===== src/rtl/fan_ctrl_multi.sv =====
// rtl/fan_ctrl_multi.sv - multi-channel NTC thermistor fan controller with spin-up kick and minimum on-time
//
// Watches CH thermistor ADC codes (NTC: lower code = hotter). Cooling starts when any
// channel is hotter than on_thr. It stops once every channel is colder than off_thr and
// the fan has been on for at least MIN_ON_CYC cycles. A new fan start always begins with
// SPINUP_CYC cycles at full drive. After that the fan runs at PWM duty 'duty'.
//
// Optional feature macro: FAN_CTRL_OVERTEMP_ALARM_EN
//   Defined   : latched overtemperature alarm (any code < alarm_thr). While the alarm
//               is set, the fan runs at full duty.
//   Undefined : alarm tied low; alarm_thr and alarm_clr are ignored.
//
// Ports:
//   clk          system clock, rising edge
//   rst_n        synchronous active-low reset
//   sample_valid cur_adc is valid this cycle
//   cur_adc      packed channel codes, channel k at [k*ADC_W +: ADC_W]
//   on_thr       start-cooling code
//   off_thr      stop-cooling code
//   duty         RUN-state PWM duty
//   alarm_thr    overtemperature code
//   alarm_clr    clears the latched alarm
//   fan_on       fan enabled (state != IDLE)
//   fan_pwm      fan drive
//   state        IDLE=0, SPINUP=1, RUN=2
//   hot_mask     per-channel "code < on_thr" at the last sample
//   cfg_err      on_thr >= off_thr (combinational)
//   alarm        latched overtemperature
module fan_ctrl_multi #(
  parameter int CH         = 4,
  parameter int ADC_W      = 12,
  parameter int PWM_W      = 8,
  parameter int SPINUP_CYC = 1000,
  parameter int MIN_ON_CYC = 50000
) (
  input  logic                clk,
  input  logic                rst_n,
  input  logic                sample_valid,
  input  logic [CH*ADC_W-1:0] cur_adc,
  input  logic [ADC_W-1:0]    on_thr,
  input  logic [ADC_W-1:0]    off_thr,
  input  logic [PWM_W-1:0]    duty,
  input  logic [ADC_W-1:0]    alarm_thr,
  input  logic                alarm_clr,
  output logic                fan_on,
  output logic                fan_pwm,
  output logic [1:0]          state,
  output logic [CH-1:0]       hot_mask,
  output logic                cfg_err,
  output logic                alarm
);

  localparam int TW = $clog2(MIN_ON_CYC + 1);
  localparam logic [TW-1:0] SPIN_LAST = TW'(SPINUP_CYC - 1);
  localparam logic [TW-1:0] MIN_LAST  = TW'(MIN_ON_CYC - 1);

  typedef enum logic [1:0] {
    S_IDLE   = 2'd0,
    S_SPINUP = 2'd1,
    S_RUN    = 2'd2,
    S_BAD    = 2'd3
  } state_e;

  state_e             state_q, state_d;
  logic [TW-1:0]      timer_q, timer_d, timer_inc;
  logic [PWM_W-1:0]   pwm_cnt_q;
  logic [CH-1:0]      hot_mask_q;
  logic               demand_q, release_q;
  logic               alarm_q;
  logic [CH-1:0]      hot_now, rel_now;

  for (genvar k = 0; k < CH; k++) begin : g_ch
    assign hot_now[k] = cur_adc[k*ADC_W +: ADC_W] < on_thr;
    assign rel_now[k] = cur_adc[k*ADC_W +: ADC_W] > off_thr;
  end

  // An inverted or collapsed hysteresis band cannot be trusted: fail safe to cooling.
  assign cfg_err = on_thr >= off_thr;

  always_ff @(posedge clk) begin
    if (!rst_n) begin
      state_q    <= S_IDLE;
      timer_q    <= '0;
      pwm_cnt_q  <= '0;
      hot_mask_q <= '0;
      demand_q   <= 1'b0;
      release_q  <= 1'b0;
    end else begin
      state_q   <= state_d;
      timer_q   <= timer_d;
      pwm_cnt_q <= pwm_cnt_q + 1'b1;
      // demand/release are held as levels between samples, so a release seen early in
      // RUN is remembered until the on-timer expires or a later sample withdraws it.
      if (sample_valid) begin
        hot_mask_q <= hot_now;
        demand_q   <= cfg_err | (|hot_now);
        release_q  <= ~cfg_err & (&rel_now);
      end
    end
  end

`ifdef FAN_CTRL_OVERTEMP_ALARM_EN
  logic [CH-1:0] alm_now;
  for (genvar k = 0; k < CH; k++) begin : g_alm
    assign alm_now[k] = cur_adc[k*ADC_W +: ADC_W] < alarm_thr;
  end

  // Set has priority over clear.
  always_ff @(posedge clk) begin
    if (!rst_n) begin
      alarm_q <= 1'b0;
    end else if (sample_valid && (|alm_now)) begin
      alarm_q <= 1'b1;
    end else if (alarm_clr) begin
      alarm_q <= 1'b0;
    end
  end
`else
  logic unused_alarm_inputs;
  assign unused_alarm_inputs = ^{alarm_thr, alarm_clr};
  assign alarm_q = 1'b0;
`endif

  // On-time counter starts at SPINUP entry and saturates at MIN_ON_CYC-1.
  assign timer_inc = (timer_q >= MIN_LAST) ? MIN_LAST : timer_q + 1'b1;

  always_comb begin
    state_d = state_q;
    timer_d = timer_q;
    case (state_q)
      S_IDLE: begin
        if (demand_q) begin
          state_d = S_SPINUP;
          timer_d = '0;
        end
      end
      S_SPINUP: begin
        timer_d = timer_inc;
        if (timer_q == SPIN_LAST) state_d = S_RUN;
      end
      S_RUN: begin
        timer_d = timer_inc;
        if (release_q && (timer_q >= MIN_LAST)) state_d = S_IDLE;
      end
      default: state_d = S_IDLE;
    endcase
  end

  always_comb begin
    fan_pwm = 1'b0;
    case (state_q)
      S_SPINUP: fan_pwm = 1'b1;
      S_RUN:    fan_pwm = alarm_q | (pwm_cnt_q < duty);
      default:  fan_pwm = 1'b0;
    endcase
  end

  assign fan_on   = (state_q != S_IDLE);
  assign state    = state_q;
  assign hot_mask = hot_mask_q;
  assign alarm    = alarm_q;

endmodule


===== config.mk =====
export PLATFORM = sky130hd
export DESIGN_NAME = fan_ctrl_multi
export DESIGN_NICKNAME = d
export VERILOG_FILES = /design/src/rtl/fan_ctrl_multi.sv
export SDC_FILE = /design/constraint.sdc
export NUM_CORES = 1
export LEC_CHECK = 0
export ABC_CLOCK_PERIOD_IN_PS = 2760
export BUFFER_PORTS_ARGS = -buffer_cell sky130_fd_sc_hd__buf_2
export CORE_MARGIN = 1
export CORE_UTILIZATION = 30
export CTS_BUF_LIST = sky130_fd_sc_hd__clkbuf_8
export CTS_CLUSTER_SIZE = 40
export DETAILED_ROUTE_END_ITERATION = 8
export MAX_ROUTING_LAYER = met4
export PLACE_DENSITY = 0.49
export SLEW_MARGIN = 20
export SYNTH_ARGS = -nofsm -noshare
export SYNTH_HDL_FRONTEND = slang
export SYNTH_SLANG_ARGS = --single-unit
export TNS_END_PERCENT = 1

===== constraint.sdc =====
create_clock -name clk -period 2.76 [get_ports clk]
set_input_delay 0.414 -clock clk [delete_from_list [all_inputs] [get_ports clk]]
set_output_delay 0.414 -clock clk [all_outputs]
set_load 0.1 [all_outputs]

# Word-level counts from Yosys, hierarchy flattened
# Index checks and enable logic that the tools add are counted.
[classes] addsub=2 bitwise_logic=3 eq_ne=6 n_mux=8 order_cmp=11 reduce_logical=9
[op_table] cell="$gt A12 B12 Y1" n=4
[op_table] cell="$lt A12 B12 Y1" n=4
[op_table] cell="$mux W16" n=2
[op_table] cell="$pmux W16 S2" n=1
[op_table] cell="$add A16 B1 Y16 const B" n=1
[op_table] cell="$eq A16 B10 Y1 const B" n=1
[op_table] cell="$ge A16 B16 Y1 const B" n=1
[op_table] cell="$ge A12 B12 Y1" n=1
[op_table] cell="$add A8 B1 Y8 const B" n=1
[op_table] cell="$lt A8 B8 Y1" n=1
[op_table] cell="$mux W2" n=3
[op_table] cell="$ne A2 B2 Y1 const B" n=3
[op_table] cell="$pmux W2 S3" n=1
[op_table] cell="$reduce_and A4 Y1" n=1
[op_table] cell="$reduce_bool A2 Y1" n=2
[op_table] cell="$reduce_or A4 Y1" n=1
[op_table] cell="$reduce_and A3 Y1" n=1
[op_table] cell="$eq A2 B1 Y1 const B" n=1
[op_table] cell="$eq A2 B2 Y1 const B" n=1
[op_table] cell="$logic_not A2 Y1" n=1
[op_table] cell="$pmux W1 S2" n=1
[op_table] cell="$reduce_and A2 Y1" n=1
[op_table] cell="$reduce_or A2 Y1" n=1
[op_table] cell="$and A1 B1 Y1" n=1
[op_table] cell="3 further kinds" n=3
[word_totals] output_inout_bits=10 in_bits=96 word_cells=45 ff_bits=32

# Depth between registers and ports, before layout
# Gate-level depths: netlist of run 1.
[logic_depth] depth_word=4 depth_mapped=8 mapped_depth_nobuf=8

# Worst setup path before layout of run 1
# No wires, ideal clock.
[synth_path] kind="input -> register" from="in off_thr[2]" to="reg demand_q" required_ps=2679 n_path_buf=0 path_slack_ps=-926 arrival_ps=3605 setup_time_ps=81 path_stages=8 cell_sequence="inv_1 ha_1 nand2_1 o21ai_0 a211oi_1 o21ai_0 nor2b_1 a41oi_1"
[synth_via] elab_chain_len=2
[synth_rtl] element="start: declaration" line="41" source="input logic [ADC_W-1:0] off_thr,"
[synth_rtl] element="$ge A12 B12 Y1" line="78" source="assign cfg_err = on_thr >= off_thr;"
[synth_rtl] element="named net cfg_err" line="49" source="output logic cfg_err,"
[synth_rtl] element="$or A1 B1 Y1" line="96" source="demand_q <= cfg_err | (|hot_now);"
[synth_rtl] element="end signal: assignment" line="96"
[synth_rtl] element="end: declaration" line="68" source="logic demand_q, release_q;"
# The timed path passes the listed nets, and every way through them passes these cells.
# A chain may end at the register's enable or synchronous reset.

# Worst setup path after layout of run 1
[layout_path] from="in off_thr[2]" to="out cfg_err"
[layout_via] elab_chain_len=1
[layout_rtl] element="$ge A12 B12 Y1" line="78"
[layout_rtl] element="end: declaration" line="49"
# Every way passes these cells.

==> flow_summary.toml, run 1 <==
[run_status]
status = "complete, no violations"

[flow_run]
maxCapViolCount = 0

[sta]
maxSlewViolCount = 0
fmax_ghz = 0.397
layout_min_cycle_time_ns = 2.52
fin_tns_setup_ns = 0
fin_skew_ns = 0.00541
fin_crit_sh_pct = 91.2
setup_violations = 0
tightest_slew_ns = 0.803
final_hold_viol_count = 0
rsz0062_at_grt = "no"
slew_headroom_pct = 46.4

[synthesis]
ys_top_cells_by_count = "ha_1, inv_1, a21oi_1"
ys.flop_type = "dfxtp_1"
synth_edf_count = 0
syn_avg_cell_area_um2 = 8.21
ys_async_sr_fraction_pct = 0
synth.distinct_cells = 50
syn-cell-area_um2 = 4030
yosysSeqAreaShare_pct = 15.9
yosysTopAreaCell = "ha_1"
syn_inst = 491
yosysWarnings = 0
synthTopCellsByArea = "ha_1, dfxtp_1, a21oi_1, o21ai_0, inv_1"
yosysMostFrequentCell = "ha_1"
synthesis.nets = 704
yosys.area.top_type_share_pct = 36.3
ys_seq_elements = 32

[grt]
gr-total-overflow = 0
track_usage_pct = 17.7
grt_pass1_wl_um = 19500
grt_pass1_vias = 3860
antenna_found_initial = 1
grt_max_degree = 24

[routing]
drtIter0Drc = 140
drc_errors = 0
ant_nets = 0
wirelength_um = 11700
vias = 3928
wl_per_cell_um = 15.3
vias_per_cell = 5.16
first_pass_iters = 4

[power]
powerDensity_nw_per_um2 = 381
ir_drop_mv = 0.220
totalPowerFinal_w = 0.00184
p_leak_nw = 2.42

[clocking]
cts.htree.levels = 2
post-cts-setup-buffers = 0
cts.clk_slew.worst_paths_ns = 0.06
cts_hold_buf = 0
clockRootBuffer = "clkbuf_8"
cts_buffers = 5
ctsResizeCount = 0
cts_tree = "yes"
clock_path_buffers = 2
clk_latency_ns = 0.29
clock-sinks = 32

[die]
pin_count = 106
dieArea_um2 = 13900
die_h_um = 118
fp-row-count = 41
initial_core_util_pct = 31.3
die_x_um = 118
core-area_um2 = 12900

[worst_setup_path]
cp_top_family = "buffers and inverters"
reg2reg_setup_slack_ns = 0.54
worstPathRequired_ns = 2.35
cp_data_arrival_time_ns = 2.10
cp_slowest_stage_delay_ns = 0.29
crit_type = "in -> out"
path_cells = "buf_2 -> inv_1 -> ha_1 -> a211oi_1 -> o21ai_0 -> a211oi_1 -> buf_4 -> o21ai_2 -> buf_2"
setup.worst_path.start_class = "input port"
crit_path_end_kind = "primary output"
crit_slowest_cell = "buf_2"
crit_buf_inv = 4
path_max_fanout = 5

[place]
gp_congestion = 0.869
hpwlAfterDp_um = 10000
io_buffers = 91
dp.cells = 752
dpl_cell_area_um2 = 4740

[min_path]
hold_class = "in -> reg"

[finish]
final_cells = 761
layout-drive-gt1-share_pct = 19.4
area_growth_syn_to_layout_pct = 19.9
postLayoutCellArea_um2 = 4830
num-nets-final = 800
finish.utilization_pct = 37.5
==> cells by family (layout without fill, tap and decap cells) <==
| family | count (synthesis) | count (layout) | synth area share (%) |
|---|---|---|---|
| AO/OA/AOI/OAI | 135 | 135 | 21.5 |
| XOR/XNOR | 10 | 10 | 2.17 |
| adder cells (fa/ha/maj) | 117 | 117 | 36.3 |
| buffers and inverters | 51 | 148 | 5.03 |
| flip-flops | 32 | 32 | 15.9 |
| multiplexers | 3 | 3 | 0.807 |
| other | 1 | 2 | 0.0931 |
| AND/OR/NAND/NOR | 142 | 142 | 18.2 |
==> layer usage <==
layer  wire length (µm)  vias to the layer above  global-route usage, %  part of all wire [%]
met5                  0                        -                      -                     0
met4                123                        0                   3.21                   1.1
met3                511                       10                   2.71                   4.4
met2               5160                       93                   27.9                    44
met1               5880                     1797                   24.0                    50
li1                   -                     2028                      -                     -
==> final cells by class <==
class	count	area [µm²]
Antenna cell	1	2.50
Clock buffer	6	82.6
Clock inverter	2	7.51
Fill cell	1351	8050
Inverter	43	161
Multi-Input combinational cell	408	3200
Sequential cell	32	641
Tap cell	172	215
Timing Repair Buffer	97	515
==> path summary, 6_finish.rpt <==
| path | from | end | cells after the start |
|---|---|---|---|
| max | off_thr[2] | cfg_err | 9 |
| min | sample_valid | hot_mask[2]$_SDFFE_PN0P_ | 2 |
| max reg2reg | timer_q[0]$_SDFFE_PN0P_ | timer_q[13]$_SDFFE_PN0P_ | 7 |
| min reg2reg | pwm_cnt_q[0]$_SDFF_PN0_ | pwm_cnt_q[0]$_SDFF_PN0_ | 1 |
==> cells in the final DEF, fill, tap and decap left out, drive strengths merged, types with 4 or more instances in the layout <==
master	instances
nor3	13
clkbuf	6
a211oi	15
ha	117
dfxtp	32
a31oi	4
o21ai	34
nand4	22
o211ai	5
nand3	13
and3	5
a21o	17
xor2	7
nand2	23
nor2b	11
o21a	4
a21oi	35
nand2b	7
nor2	34
buf	97
inv	45
==> worst reg2reg max path, cell delays in order, from the launching register on <==
cell      delay, ns
dfxtp_1        0.34
ha_1           0.26
a311o_1        0.38
a211oi_2       0.25
nor3_1         0.10
buf_4          0.18
or3_1          0.36
a311oi_1       0.25
==> per-stage QoR <==
stage	setup WS, ns	hold slack [ns]
floorplan	-0.0204	0.421
global placement	0.122	0.439
detailed placement	0.122	0.456
CTS	0.195	0.444
global route	0.0833	0.470
finish	0.242	0.444
==> where the power goes <==
group	total (W)	switching (W)	internal [W]	leakage, nW
Sequential	0.000507	0.0000207	0.000487	0.260
Combinational	0.000967	0.000624	0.000343	2.11
Clock	0.000368	0.000172	0.000196	0.0538
Total	0.00184	0.000817	0.00103	2.42
==> sequential cells by signal, summed over array words and instances (netlist names) <==
name       flops
pwm_cnt_q      8
state          2
release_q      1
demand_q       1
hot_mask       4
timer_q       16
Note: power is estimated with default switching activity, not from simulation.
==> run 2: changes to the inputs <==
- ABC_AREA: unset -> 1
==> run 2 against run 1 <==
Synthesized area grew 10%. Largest cell class unchanged. Register-to-register slack gained 0.13 ns. Flip-flop and latch count is the same.
==> flow_summary.toml, run 2 <==
[worst_setup_path]
cp_data_arrival_time_ns = 1.92
reg2reg_to = "timer_q[10]$_SDFFE_PN0P_"
r2r_start = "state[0]$_SDFFE_PN0P_"
crit_start = "pwm_cnt_q[5]$_SDFF_PN0_"
worstPathRequired_ns = 2.35
reg2reg_depth = 9
setup.worst_path.start_class = "register"
crit_path_end_kind = "primary output"
crit_type = "reg -> out"
path_max_fanout = 5
reg2reg_setup_slack_ns = 0.67

[finish]
regMostFlops = "timer_q"
layout-drive-gt1-share_pct = 17.9
mostFrequentLayoutCells = "nand2_1, ha_1, inv_1, buf_2, a21oi_1"
num_antenna_cells = 0
num-nets-final = 972
largest_register_ffs = 16
finish.utilization_pct = 36.3
final_cells = 944
layout_commonest_cell = "nand2_1"
area_growth_syn_to_layout_pct = 18.6

[flow_run]
maxCapViolCount = 0

[power]
p_leak_nw = 2.83
comb_power_share_pct = 55.9
seqPwrFrac_pct = 24.0
p_clk_share_pct = 20.1
ir_drop_mv = 0.443
switchingPower_w = 0.00106
power.internal_w = 0.00113
powerDensity_nw_per_um2 = 417
swShare_pct = 48.4

[clocking]
cts.htree.levels = 2
clock-sinks = 32
cts_tree = "yes"
clock_path_buffers = 2
clockRootBuffer = "clkbuf_8"
ctsResizeCount = 0
cts.clk_slew.worst_paths_ns = 0.07
cts_buffers = 5
post-cts-setup-buffers = 0
cts_hold_buf = 0
clk_latency_ns = 0.29

[grt]
met2_usage_pct = 30.7
busiest_layer = "met2"
grt_pass1_vias = 4193
grt_max_degree = 16
track_usage_pct = 17.3
grtUsageMet1_pct = 21.0
gr-total-overflow = 0
grt_use_met3_pct = 1.71
antenna_found_initial = 0
grt_pass1_wl_um = 19800

[routing]
wirelength_um = 12200
vias = 4381
wl_per_cell_um = 12.9
ant_nets = 0
drc_errors = 0
vias_per_cell = 4.64
drtIter0Drc = 175
first_pass_iters = 4

[synthesis]
ys_async_sr_fraction_pct = 0
yosysSeqAreaShare_pct = 14.5
ys_top_cells_by_count = "nand2_1, ha_1, inv_1"
syn_inst = 662
yosysWarnings = 0
ys.flop_type = "dfxtp_1"
synth.distinct_cells = 39
yosysTopAreaCell = "ha_1"
yosysMostFrequentCell = "nand2_1"
synthTopCellsByArea = "ha_1, dfxtp_1, nand2_1, inv_1, a21oi_1"
ys_seq_elements = 32
syn-cell-area_um2 = 4430
syn_avg_cell_area_um2 = 6.69
synthesis.nets = 875
synth_edf_count = 0
yosys.area.top_type_share_pct = 33.0

[sta]
rsz0062_at_grt = "no"
maxSlewViolCount = 0
setup_violations = 0
layout_min_cycle_time_ns = 2.33
final_hold_viol_count = 0
tightest_slew_ns = 0.558
fin_skew_ns = 0.0118
slew_headroom_pct = 62.8
fin_crit_sh_pct = 84.4
worst_slack_ns = 0.430
fin_tns_setup_ns = 0
fmax_ghz = 0.429

[die]
core-area_um2 = 14500
initial_core_util_pct = 30.6
fp-row-count = 44
die_x_um = 124
pin_count = 106
dieArea_um2 = 15300
die_h_um = 124

[place]
dp.cells = 936
io_buffers = 91
place_ws_ns = 0.469
gp_congestion = 0.880
hpwlAfterDp_um = 10700

[min_path]
worstHoldStart = "pwm_cnt_q[0]$_SDFF_PN0_"
hold_class = "reg -> reg"
hold_depth = 1
min_to = "pwm_cnt_q[0]$_SDFF_PN0_"

[run_status]
status = "complete, no violations"
-- run 2: per-layer routing --
layer | share of wire [%] | vias to the layer above
met4 | 0.96 | 0
met5 | 0 | -
li1 | - | 2384
met3 | 2.8 | 6
met2 | 49 | 72
met1 | 47 | 1919
-- run 2: kinds of logic after synthesis --
group / after synthesis / share of synthesized area (%)
AND/OR/NAND/NOR: 291 / 28.7
adder cells (fa/ha/maj): 117 / 33.0
AO/OA/AOI/OAI: 112 / 13.8
buffers and inverters: 107 / 9.46
flip-flops: 32 / 14.5
XOR/XNOR: 2 / 0.395
other: 1 / 0.0846
-- run 2: how the worst max path moves through the flow --
stage                                     endpoint
after floorplan           timer_q[11]$_SDFFE_PN0P_
after global placement                     fan_pwm
final                                      fan_pwm
after detailed placement                   fan_pwm
after global routing                       fan_pwm
after CTS                                  fan_pwm
-- run 2: metrics by stage --
| stage | area [µm²] | total power, W | hold WS [ns] |
|---|---|---|---|
| 5_1_grt | 5250 | 0.00239 | 0.495 |
| 2_1_floorplan | 4440 | 0.00144 | 0.430 |
| 4_1_cts | 5250 | 0.00222 | 0.477 |
| 6_report | 5250 | 0.00219 | 0.481 |
| 3_5_place_dp | 5140 | 0.00177 | 0.464 |
| 3_3_place_gp | 5140 | 0.00175 | 0.468 |
-- run 2: critical path, cell delays in order, from the launching register on --
cell and delay [ns]:
dfxtp_1 0.40, ha_1 0.27, a21oi_1 0.12, nand3b_1 0.12, nand4_1 0.16, a21oi_4 0.14, buf_2 0.43
-- run 2: final cells by class --
class                           instances  area [µm²]
Sequential cell                        32         641
Inverter                              100         377
Multi-Input combinational cell        523        3380
Timing Repair Buffer                   97         515
Tap cell                              184         230
Clock buffer                            5        68.8
Clock inverter                          3        38.8
Fill cell                            1581        9230
-- run 2: power by group through the flow --
stage          sequential [W]  combinational [W]  clock [W]
5_1_grt              0.000531            0.00138   0.000477
3_3_place_gp         0.000535            0.00121          0
4_1_cts              0.000526            0.00124   0.000452
2_1_floorplan        0.000658           0.000784          0
3_5_place_dp         0.000537            0.00124          0
6_report             0.000527            0.00122   0.000439
